$ cat config.mk
export PLATFORM = sky130hd
export DESIGN_NAME = mem_arbiter
export DESIGN_NICKNAME = d
export VERILOG_FILES = /design/src/rtl/mem_arb_pkg.sv /design/src/rtl/mem_arb_pick.sv /design/src/rtl/mem_arbiter.sv
export SDC_FILE = /design/constraint.sdc
export NUM_CORES = 1
export LEC_CHECK = 0
export ABC_AREA = 0
export BUFFER_PORTS_ARGS = -buffer_cell sky130_fd_sc_hd__buf_2
export CORE_AREA = 2 2 110 112
export CTS_CLUSTER_DIAMETER = 30
export CTS_CLUSTER_SIZE = 8
export DETAILED_ROUTE_END_ITERATION = 10
export DIE_AREA = 0 0 112 114
export SLEW_MARGIN = 10
export SYNTH_ARGS = -nofsm -noshare
export SYNTH_HDL_FRONTEND = slang
export SYNTH_SLANG_ARGS = --single-unit
$ cat constraint.sdc
create_clock -name clk -period 3.1 [get_ports clk]
set_input_delay 0.465 -clock clk [delete_from_list [all_inputs] [get_ports clk]]
set_output_delay 0.465 -clock clk [all_outputs]
set_load 0.005 [all_outputs]
$ cat src/rtl/mem_arb_pkg.sv
// mem_arb_pkg: shared types and constants for the memory arbiter.
//   state_e : arbiter FSM states (idle, issue, wait-for-data, acknowledge)
//   PORT_I  : index of the instruction-cache port (device 1)
//   PORT_D  : index of the data-cache port (device 2)
//   BE_ALL  : all byte lanes enabled
package mem_arb_pkg;

    typedef enum logic [1:0] {
        StIdle,
        StIssue,
        StWait,
        StAck
    } state_e;

    localparam logic       PORT_I = 1'b0;
    localparam logic       PORT_D = 1'b1;
    localparam logic [3:0] BE_ALL = 4'hF;

endpackage

$ cat src/rtl/mem_arb_pick.sv
// mem_arb_pick: grant selection for the two device ports.
// Build option: MEM_ARB_FIXED_PRIO_EN -- when defined, the data port always wins
// a tie and no round-robin state is kept; otherwise ties alternate.
// Ports:
//   i_clk, i_reset : clock, synchronous active-high reset
//   i_req          : per-port request, bit PORT_I = instruction port
//   i_update       : arbiter is in a grant cycle; round-robin state advances on ties
//   o_grant        : index of the port to grant
module mem_arb_pick
    import mem_arb_pkg::*;
(
    input  logic       i_clk,
    input  logic       i_reset,
    input  logic [1:0] i_req,
    input  logic       i_update,
    output logic       o_grant
);

`ifdef MEM_ARB_FIXED_PRIO_EN
    logic w_unused;
    assign w_unused = i_clk ^ i_reset ^ i_update;

    always_comb begin
        o_grant = i_req[PORT_D] ? PORT_D : PORT_I;
    end
`else
    // Port that won the most recent tie; single-port grants leave it alone.
    logic r_last_grant;

    always_comb begin
        if (i_req == 2'b11) begin
            o_grant = (r_last_grant == PORT_D) ? PORT_I : PORT_D;
        end else if (i_req[PORT_D]) begin
            o_grant = PORT_D;
        end else begin
            o_grant = PORT_I;
        end
    end

    always_ff @(posedge i_clk) begin
        if (i_reset) begin
            r_last_grant <= PORT_D;
        end else if (i_update && (i_req == 2'b11)) begin
            r_last_grant <= o_grant;
        end
    end
`endif

endmodule

$ cat src/rtl/mem_arbiter.sv
// mem_arbiter: arbitrates the instruction-cache port (1, read-only) and the
// data-cache port (2, read/write) onto one single-ported synchronous memory,
// sequencing single-word and fixed-length burst accesses.
// Build option: MEM_ARB_FIXED_PRIO_EN (see mem_arb_pick) selects fixed data-port
// priority on ties instead of round-robin.
// Ports:
//   clk, reset                  : clock, synchronous active-high reset
//   device_1_mem_addr           : port-1 word address
//   device_2_mem_addr/_mem_di   : port-2 word address / write data
//   device_2_bank_select        : port-2 byte enables for writes
//   devices_burst_en/_mem_we/_mem_en : per-port burst, write and request (bit0 = port 1)
//   devices_do_ack              : per-port one-cycle acknowledge
//   mem_do                      : registered read data, valid in the ack cycle
//   mem_addr/_di/_be/_we/_en    : memory request signals
//   mem_rdata                   : memory read data, MEM_LATENCY cycles after mem_en
module mem_arbiter
    import mem_arb_pkg::*;
#(
    parameter int unsigned MEM_LATENCY = 1,
    parameter int unsigned BURST_LEN   = 4
) (
    input  logic        clk,
    input  logic        reset,
    input  logic [15:0] device_1_mem_addr,
    input  logic [15:0] device_2_mem_addr,
    input  logic [31:0] device_2_mem_di,
    input  logic [3:0]  device_2_bank_select,
    input  logic [1:0]  devices_burst_en,
    input  logic [1:0]  devices_mem_we,
    input  logic [1:0]  devices_mem_en,
    output logic [1:0]  devices_do_ack,
    output logic [31:0] mem_do,
    output logic [15:0] mem_addr,
    output logic [31:0] mem_di,
    output logic [3:0]  mem_be,
    output logic        mem_we,
    output logic        mem_en,
    input  logic [31:0] mem_rdata
);

    localparam int unsigned    CW         = $clog2(MEM_LATENCY + 1);
    localparam int unsigned    BW         = $clog2(BURST_LEN);
    localparam logic [CW-1:0]  CNT_INIT   = CW'(MEM_LATENCY);
    localparam logic [CW-1:0]  CNT_LAST   = CW'(1);
    localparam logic [BW-1:0]  BEATS_LAST = BW'(BURST_LEN - 1);

    state_e        r_state;
    state_e        w_state_next;
    logic          r_grant;
    logic [15:0]   r_addr;
    logic          r_we;
    logic          r_burst;
    logic [CW-1:0] r_cnt;
    logic [BW-1:0] r_beats;
    logic [31:0]   r_mem_do;

    logic          w_grant;
    logic          w_pick_update;
    logic          w_burst_more;
    logic          w_unused;

    // Port 1 is read-only, so its write-enable bit carries no information.
    assign w_unused      = devices_mem_we[PORT_I];
    assign w_pick_update = (r_state == StIdle);
    assign w_burst_more  = r_burst && (r_beats != BEATS_LAST);
    assign mem_do        = r_mem_do;

    mem_arb_pick u_pick (
        .i_clk    (clk),
        .i_reset  (reset),
        .i_req    (devices_mem_en),
        .i_update (w_pick_update),
        .o_grant  (w_grant)
    );

    always_comb begin
        w_state_next   = r_state;
        devices_do_ack = 2'b00;
        mem_en         = 1'b0;
        mem_we         = 1'b0;
        mem_addr       = '0;
        mem_di         = '0;
        mem_be         = '0;
        unique case (r_state)
            StIdle: begin
                if (|devices_mem_en) begin
                    w_state_next = StIssue;
                end
            end
            StIssue: begin
                mem_en   = 1'b1;
                mem_addr = r_addr;
                mem_be   = BE_ALL;
                if (r_grant == PORT_D) begin
                    mem_we = r_we;
                    // Write data is taken live so burst writes see the word
                    // the device presented after the previous ack.
                    mem_di = device_2_mem_di;
                    if (r_we) begin
                        mem_be = device_2_bank_select;
                    end
                end
                w_state_next = StWait;
            end
            StWait: begin
                if (r_cnt == CNT_LAST) begin
                    w_state_next = StAck;
                end
            end
            StAck: begin
                devices_do_ack[r_grant] = 1'b1;
                // Never back to a grant decision here: a stale en in the ack
                // cycle cannot start a second access.
                w_state_next = w_burst_more ? StIssue : StIdle;
            end
            default: w_state_next = StIdle;
        endcase
    end

    always_ff @(posedge clk) begin
        if (reset) begin
            r_state  <= StIdle;
            r_grant  <= PORT_I;
            r_addr   <= '0;
            r_we     <= 1'b0;
            r_burst  <= 1'b0;
            r_cnt    <= '0;
            r_beats  <= '0;
            r_mem_do <= '0;
        end else begin
            r_state <= w_state_next;
            unique case (r_state)
                StIdle: begin
                    if (|devices_mem_en) begin
                        r_grant <= w_grant;
                        r_addr  <= (w_grant == PORT_D) ? device_2_mem_addr : device_1_mem_addr;
                        r_we    <= (w_grant == PORT_D) && devices_mem_we[PORT_D];
                        r_burst <= devices_burst_en[w_grant];
                    end
                end
                StIssue: begin
                    r_cnt <= CNT_INIT;
                end
                StWait: begin
                    if (r_cnt == CNT_LAST) begin
                        if (!r_we) begin
                            r_mem_do <= mem_rdata;
                        end
                    end else begin
                        r_cnt <= r_cnt - CW'(1);
                    end
                end
                StAck: begin
                    if (w_burst_more) begin
                        r_addr  <= r_addr + 16'd1;
                        r_beats <= r_beats + BW'(1);
                    end else begin
                        r_beats <= '0;
                    end
                end
                default: ;
            endcase
        end
    end

endmodule

=== Word-level counts from Yosys, hierarchy flattened ===
Cells that the tools add are included.

* Add/sub/neg operators: 3
* Order comparisons: 3
* Equality and inequality tests: 8
* Multiplexer cells: 28
* Bitwise logic cells: 1
* Reduce and logical (&&, ||, !) cells: 12

{| class="wikitable"
|+ Operators with widths
! operator !! count
|-
| 16-bit two-way mux || 4
|-
| 32-bit two-way mux || 2
|-
| 16-bit one-hot mux with 2 select lines || 1
|-
| 16-bit by 1-bit adder with 16-bit output, second input constant || 1
|-
| 4-bit two-way mux || 3
|-
| 1-bit two-way mux || 11
|-
| 2-bit two-way mux || 4
|-
| 2-bit != test, second input constant || 4
|-
| 2-bit one-hot mux with 4 select lines || 1
|-
| 2-bit equality test, second input constant || 3
|-
| 3-bit AND reduction || 2
|-
| 1-bit logical AND || 4
|-
| 1-bit by 2-bit < comparator with 1-bit output, second input constant || 2
|-
| 2-bit AND reduction || 2
|-
| 2-bit nonzero test || 2
|-
| 2-bit by 1-bit adder with 2-bit output, second input constant || 1
|-
| 2-bit by 1-bit equality test with 1-bit output, second input constant || 1
|-
| 2-bit zero test || 1
|-
| 1-bit one-hot mux with 2 select lines || 1
|-
| 2-bit OR reduction || 1
|-
| 1-bit demux with 1-bit select || 1
|-
| 1-bit >= comparator, second input constant || 1
|-
| 1-bit NOT || 1
|-
| 1-bit subtractor, second input constant || 1
|}

* Register bits: 57
* Bits of input ports: 108
* Output and inout port bits: 88
* Logic and storage cells: 64

=== Longest topological paths before layout ===
* Word-level depth: 5
* Depth in mapped cells: 8
* Mapped depth without buffers: 6

=== By module ===
From an unflattened synthesis, not the netlist that was laid out.

* Cells, all modules: 401
* Area, all modules: 3,134.3 um^2

{| class="wikitable"
|+ By module, submodules not included
! module !! instances !! cells each !! area each (um^2) !! sequential area each (um^2)
|-
| mem_arbiter || 1 || 396 || 3,084.2 || 1,121.1
|-
| mem_arb_pick || 1 || 5 || 50.0 || 20.0
|}

=== Least setup slack after synthesis ===
No wires, ideal clock.

* Kind: register -> output
* Start: register r_state[1]
* End: output devices_do_ack[0]
* Arrival time: 1,386 ps
* Data required time: 2,635 ps
* Slack: 1,249 ps
* Cell stages (with the launch flop): 6
* Path buffers: 3
* Cell sequence: dfxtp_1 > ha_1 > buf_2 > clkbuf_1 > clkbuf_1 > nor2b_1

* Longest elaborated chain between the ends: 2

{| class="wikitable"
|+ RTL lines
! element !! RTL line !! text
|-
| start: declaration || mem_arbiter.sv:47 || <nowiki>state_e r_state;</nowiki>
|-
| start signal: assignment || mem_arbiter.sv:122 || <nowiki>r_state <= StIdle;</nowiki>
|-
| start signal: assignment || mem_arbiter.sv:131 || <nowiki>r_state <= w_state_next;</nowiki>
|-
| 2-bit equality test || mem_arbiter.sv:84 || <nowiki>unique case (r_state)</nowiki>
|-
| 2-bit two-way mux || mem_arbiter.sv:84 ||
|-
| end: declaration || mem_arbiter.sv:31 || <nowiki>output logic [1:0] devices_do_ack,</nowiki>
|}

Every way passes these cells.

=== Final worst setup path ===
Ends and elaborated chain as after synthesis.

==> metrics <==
Avg WL per Cell=around 13 um; worst setup path startpoint=r_state[1]$_SDFFE_PP0P_; total of cells resized after clock tree synthesis=0; final core occ=about two fifths; Mapped Area=3172 um2; cell type of the slowest stage on the worst timing path=sky130_fd_sc_hd__ha_1; clock network latency to the later pin of the worst-skew pair=around 0.32 ns; Post-synth EDFFs=0; CTS Hold Buffers Added=0; starting density of the core=around 27%; count of antenna-violating nets left after detailed routing=0; clock transition at the registers of the reported paths=roughly 0.050 ns; gr ovfl total=0; final net count=691; total setup violations reported at the end of the flow=0; pin count of the biggest net entering global routing=between 50 and 60; number of rows created at floorplan=40; global-route wire length before repair=roughly 15,000 um; H-Tree Level Count=3; die outline area=12,770 um2; Arr. time, crit path=about 1.9 ns; reg-to-reg endpoint=r_addr[15]$_SDFFE_PP0P_; peak per-stage delay on the critical path=about 0.51 ns; Leak Pwr=2.260 nW; type of element launching the critical path=register; async set-reset flop share out of synthesis=0%; number of failing hold endpoints at the final stage=0; average instance area after synthesis=~8 um2; core area=11,710 um2; via count of the first global-routing pass=3,202; final total negative setup slack=0 ns; Synth Area in Compound Gates=between 10% and 20%; Die Ht=114 um; placement-stage worst setup slack=0.8638 ns; sequence of cells on the critical path=ha_1 > buf_4 > nor2b_1 > buf_2; Root Buffer Master=sky130_fd_sc_hd__clkbuf_16; number of iterations in the first detailed-routing pass=4; number of input and output port buffers inserted=roughly 190; initial detailed-routing violation count=between 150 and 200; Hold Path Class=in -> reg; simple logic cell fraction of the synthesized area=32.19%; Boundary Pins=~200; PD cells=just over 700 nW/um2; Setup CP Type=reg -> out; total wire length after detailed routing=9204 um; xor/xnor cell area share of the yosys netlist=less than 1%; diodes inserted=0; worst ir drop on vdd=approximately 0.43 mV; WHS=~0.38 ns; Routability Congestion=0.7981; highest clock frequency the design can meet=around 430 MHz; drc violations=0; unrepaired setup endpoints after global routing=no; count of cell types in the netlist=47; synthesized net count=510; flop2flop setup slack=between 0.9 and 1 ns; buffers from clock root to sink, at most=2; most common cell after layout, fill and taps aside=sky130_fd_sc_hd__buf_2; Inserted Clock Buffers=9; commonest cells after routing, fill and taps aside=sky130_fd_sc_hd__buf_2 (194), sky130_fd_sc_hd__nand2_1 (83), sky130_fd_sc_hd__dfxtp_1 (57), sky130_fd_sc_hd__a21oi_1 (38), sky130_fd_sc_hd__and3_1 (36); Period Utilization, post-route=roughly 75%; smallest setup slack after layout=roughly 0.78 ns; multiplexer area fraction after synthesis=6.982%; post-route clock skew=roughly 0.009 ns; count of max-cap constraint violations=0; detailed placer's ending HPWL=between 6000 and 7000 um; final count of pins violating max slew=0; total vias in the final route=3,480; Main synth FF type=sky130_fd_sc_hd__dfxtp_1; Worst Tran Pin Value=around 1.1 ns; layout overhead on the synthesized area=44.65%; flop and latch count out of synthesis=57; number of vias per cell after detailed routing=between 4 and 5; GRT Overall Usage=between 10 and 15%; post-CTS setup-driven buffer insertion count=0; horizontal die dimension=approximately 110 um; Synth warnings=0; total power after layout=3.245 mW; Crit. End Element=primary output; worst relative slew slack=approximately 27%; largest family of logic cells by synthesized area=simple AND/OR/NAND/NOR gates; CTS tree=built; sequential area share after synthesis=35.98%; layout cells sized above 1=roughly two fifths; number of antenna violations at the first check in global routing=1; data required time at the worst endpoint=2.63 ns; number of clock sinks=57; R2R cell count=5; start of the worst register-to-register path=r_state[1]$_SDFFE_PP0P_; worst setup path endpoint=devices_do_ack[0]; crit path time final=2.323 ns; run status=complete, no violations; fraction of the mapped netlist area in adder cells=2.761%; biggest fanout along the worst timing path=22; gate count after technology mapping=between 300 and 400
==> flip-flops by register name (all words and copies together), names as in the netlist <==
register             flops
mem_do                  32
r_burst                  1
r_we                     1
r_grant                  1
r_state                  2
u_pick.r_last_grant      1
r_beats                  2
r_addr                  16
r_cnt                    1
==> power by group <==
group          switching (mW)  internal, mW  leakage (nW)
logic                   0.604         0.456          1.62
registers               0.160         0.860         0.464
clock network           0.336         0.829         0.173
==> worst max-delay path, delay by kind of cell, from the launching register on <==
family,cells,cell delay (ns)
and+or+nand+nor,1,0.15
adders and majority gates,1,0.51
buffers and inverters,2,0.47
DFF,1,0.40
==> cells in the mapped netlist (2+ instances only) <==
cell / instances / share of area [%]
sky130_fd_sc_hd__nand4_2: 2 / 0.79
sky130_fd_sc_hd__a22oi_1: 9 / 2.1
sky130_fd_sc_hd__o21ai_0: 2 / 0.32
sky130_fd_sc_hd__a21oi_1: 38 / 6.0
sky130_fd_sc_hd__mux2i_1: 3 / 0.95
sky130_fd_sc_hd__nand3_1: 5 / 0.79
sky130_fd_sc_hd__nand2_1: 83 / 9.8
sky130_fd_sc_hd__nor2_1: 12 / 1.4
sky130_fd_sc_hd__clkbuf_8: 2 / 0.87
sky130_fd_sc_hd__a31oi_1: 13 / 2.6
sky130_fd_sc_hd__or4_1: 5 / 1.2
sky130_fd_sc_hd__and2_1: 16 / 3.2
sky130_fd_sc_hd__dfxtp_1: 57 / 36
sky130_fd_sc_hd__and3_1: 36 / 7.1
sky130_fd_sc_hd__o21a_1: 4 / 0.95
sky130_fd_sc_hd__buf_2: 3 / 0.47
sky130_fd_sc_hd__inv_1: 6 / 0.71
sky130_fd_sc_hd__nand4_1: 3 / 0.59
sky130_fd_sc_hd__nor4b_1: 3 / 0.83
sky130_fd_sc_hd__a2bb2oi_1: 4 / 1.1
sky130_fd_sc_hd__nand4b_1: 5 / 1.4
sky130_fd_sc_hd__clkbuf_1: 24 / 2.8
sky130_fd_sc_hd__nand3b_1: 2 / 0.47
sky130_fd_sc_hd__mux2_2: 17 / 6.0
sky130_fd_sc_hd__ha_1: 7 / 2.8
sky130_fd_sc_hd__nand2b_1: 4 / 0.79
sky130_fd_sc_hd__o211ai_1: 8 / 1.9
sky130_fd_sc_hd__buf_6: 2 / 0.71
sky130_fd_sc_hd__nor2b_1: 2 / 0.39
==> per-layer routing <==
layer | global-route usage (%) | routed length (um)
met5 | 0 | 13
met4 | 3.902 | 53
met3 | 5.526 | 802
met2 | 23.31 | 4458
met1 | 16.82 | 3876
==> logic make-up (layout without fill, tap and decap cells) <==
logic type	after synthesis	count (layout)
and+or+nand+nor	190	190
AOI/OAI and AO/OA	83	83
DFF	57	57
buffers and inverters	37	223
muxes	20	20
adders and majority gates	7	7
xor gates and xnor gates	1	1
==> worst min path at each step <==
stage / end / cells after the start / startpoint
after floorplan: mem_do[0]$_SDFFE_PP0P_ / 2 / mem_do[0]$_SDFFE_PP0P_
after global placement: mem_do[22]$_SDFFE_PP0P_ / 2 / mem_do[22]$_SDFFE_PP0P_
after detailed placement: mem_do[26]$_SDFFE_PP0P_ / 2 / mem_do[26]$_SDFFE_PP0P_
after CTS: mem_do[25]$_SDFFE_PP0P_ / 3 / mem_rdata[25]
after global routing: mem_do[30]$_SDFFE_PP0P_ / 3 / mem_rdata[30]
final: mem_do[25]$_SDFFE_PP0P_ / 3 / mem_rdata[25]
==> metrics by stage <==
stage	cells	instance area, um2
after detailed placement	712	4233
final	728	4588
after floorplan	395	3172
after global placement	712	4233
after CTS	728	4588
after global routing	728	4588
==> area by class of cell <==
class                      instances  area (um2)
fill                            1218        7123
multi-input combinational        301        1862
sequential                        57        1141
timing repair buffer             201        1023
clock buffer                      12       256.5
tap                              147       183.9
clock inverter                     4       98.84
inverter                           6       22.52
(Power assumes the default switching activity.)
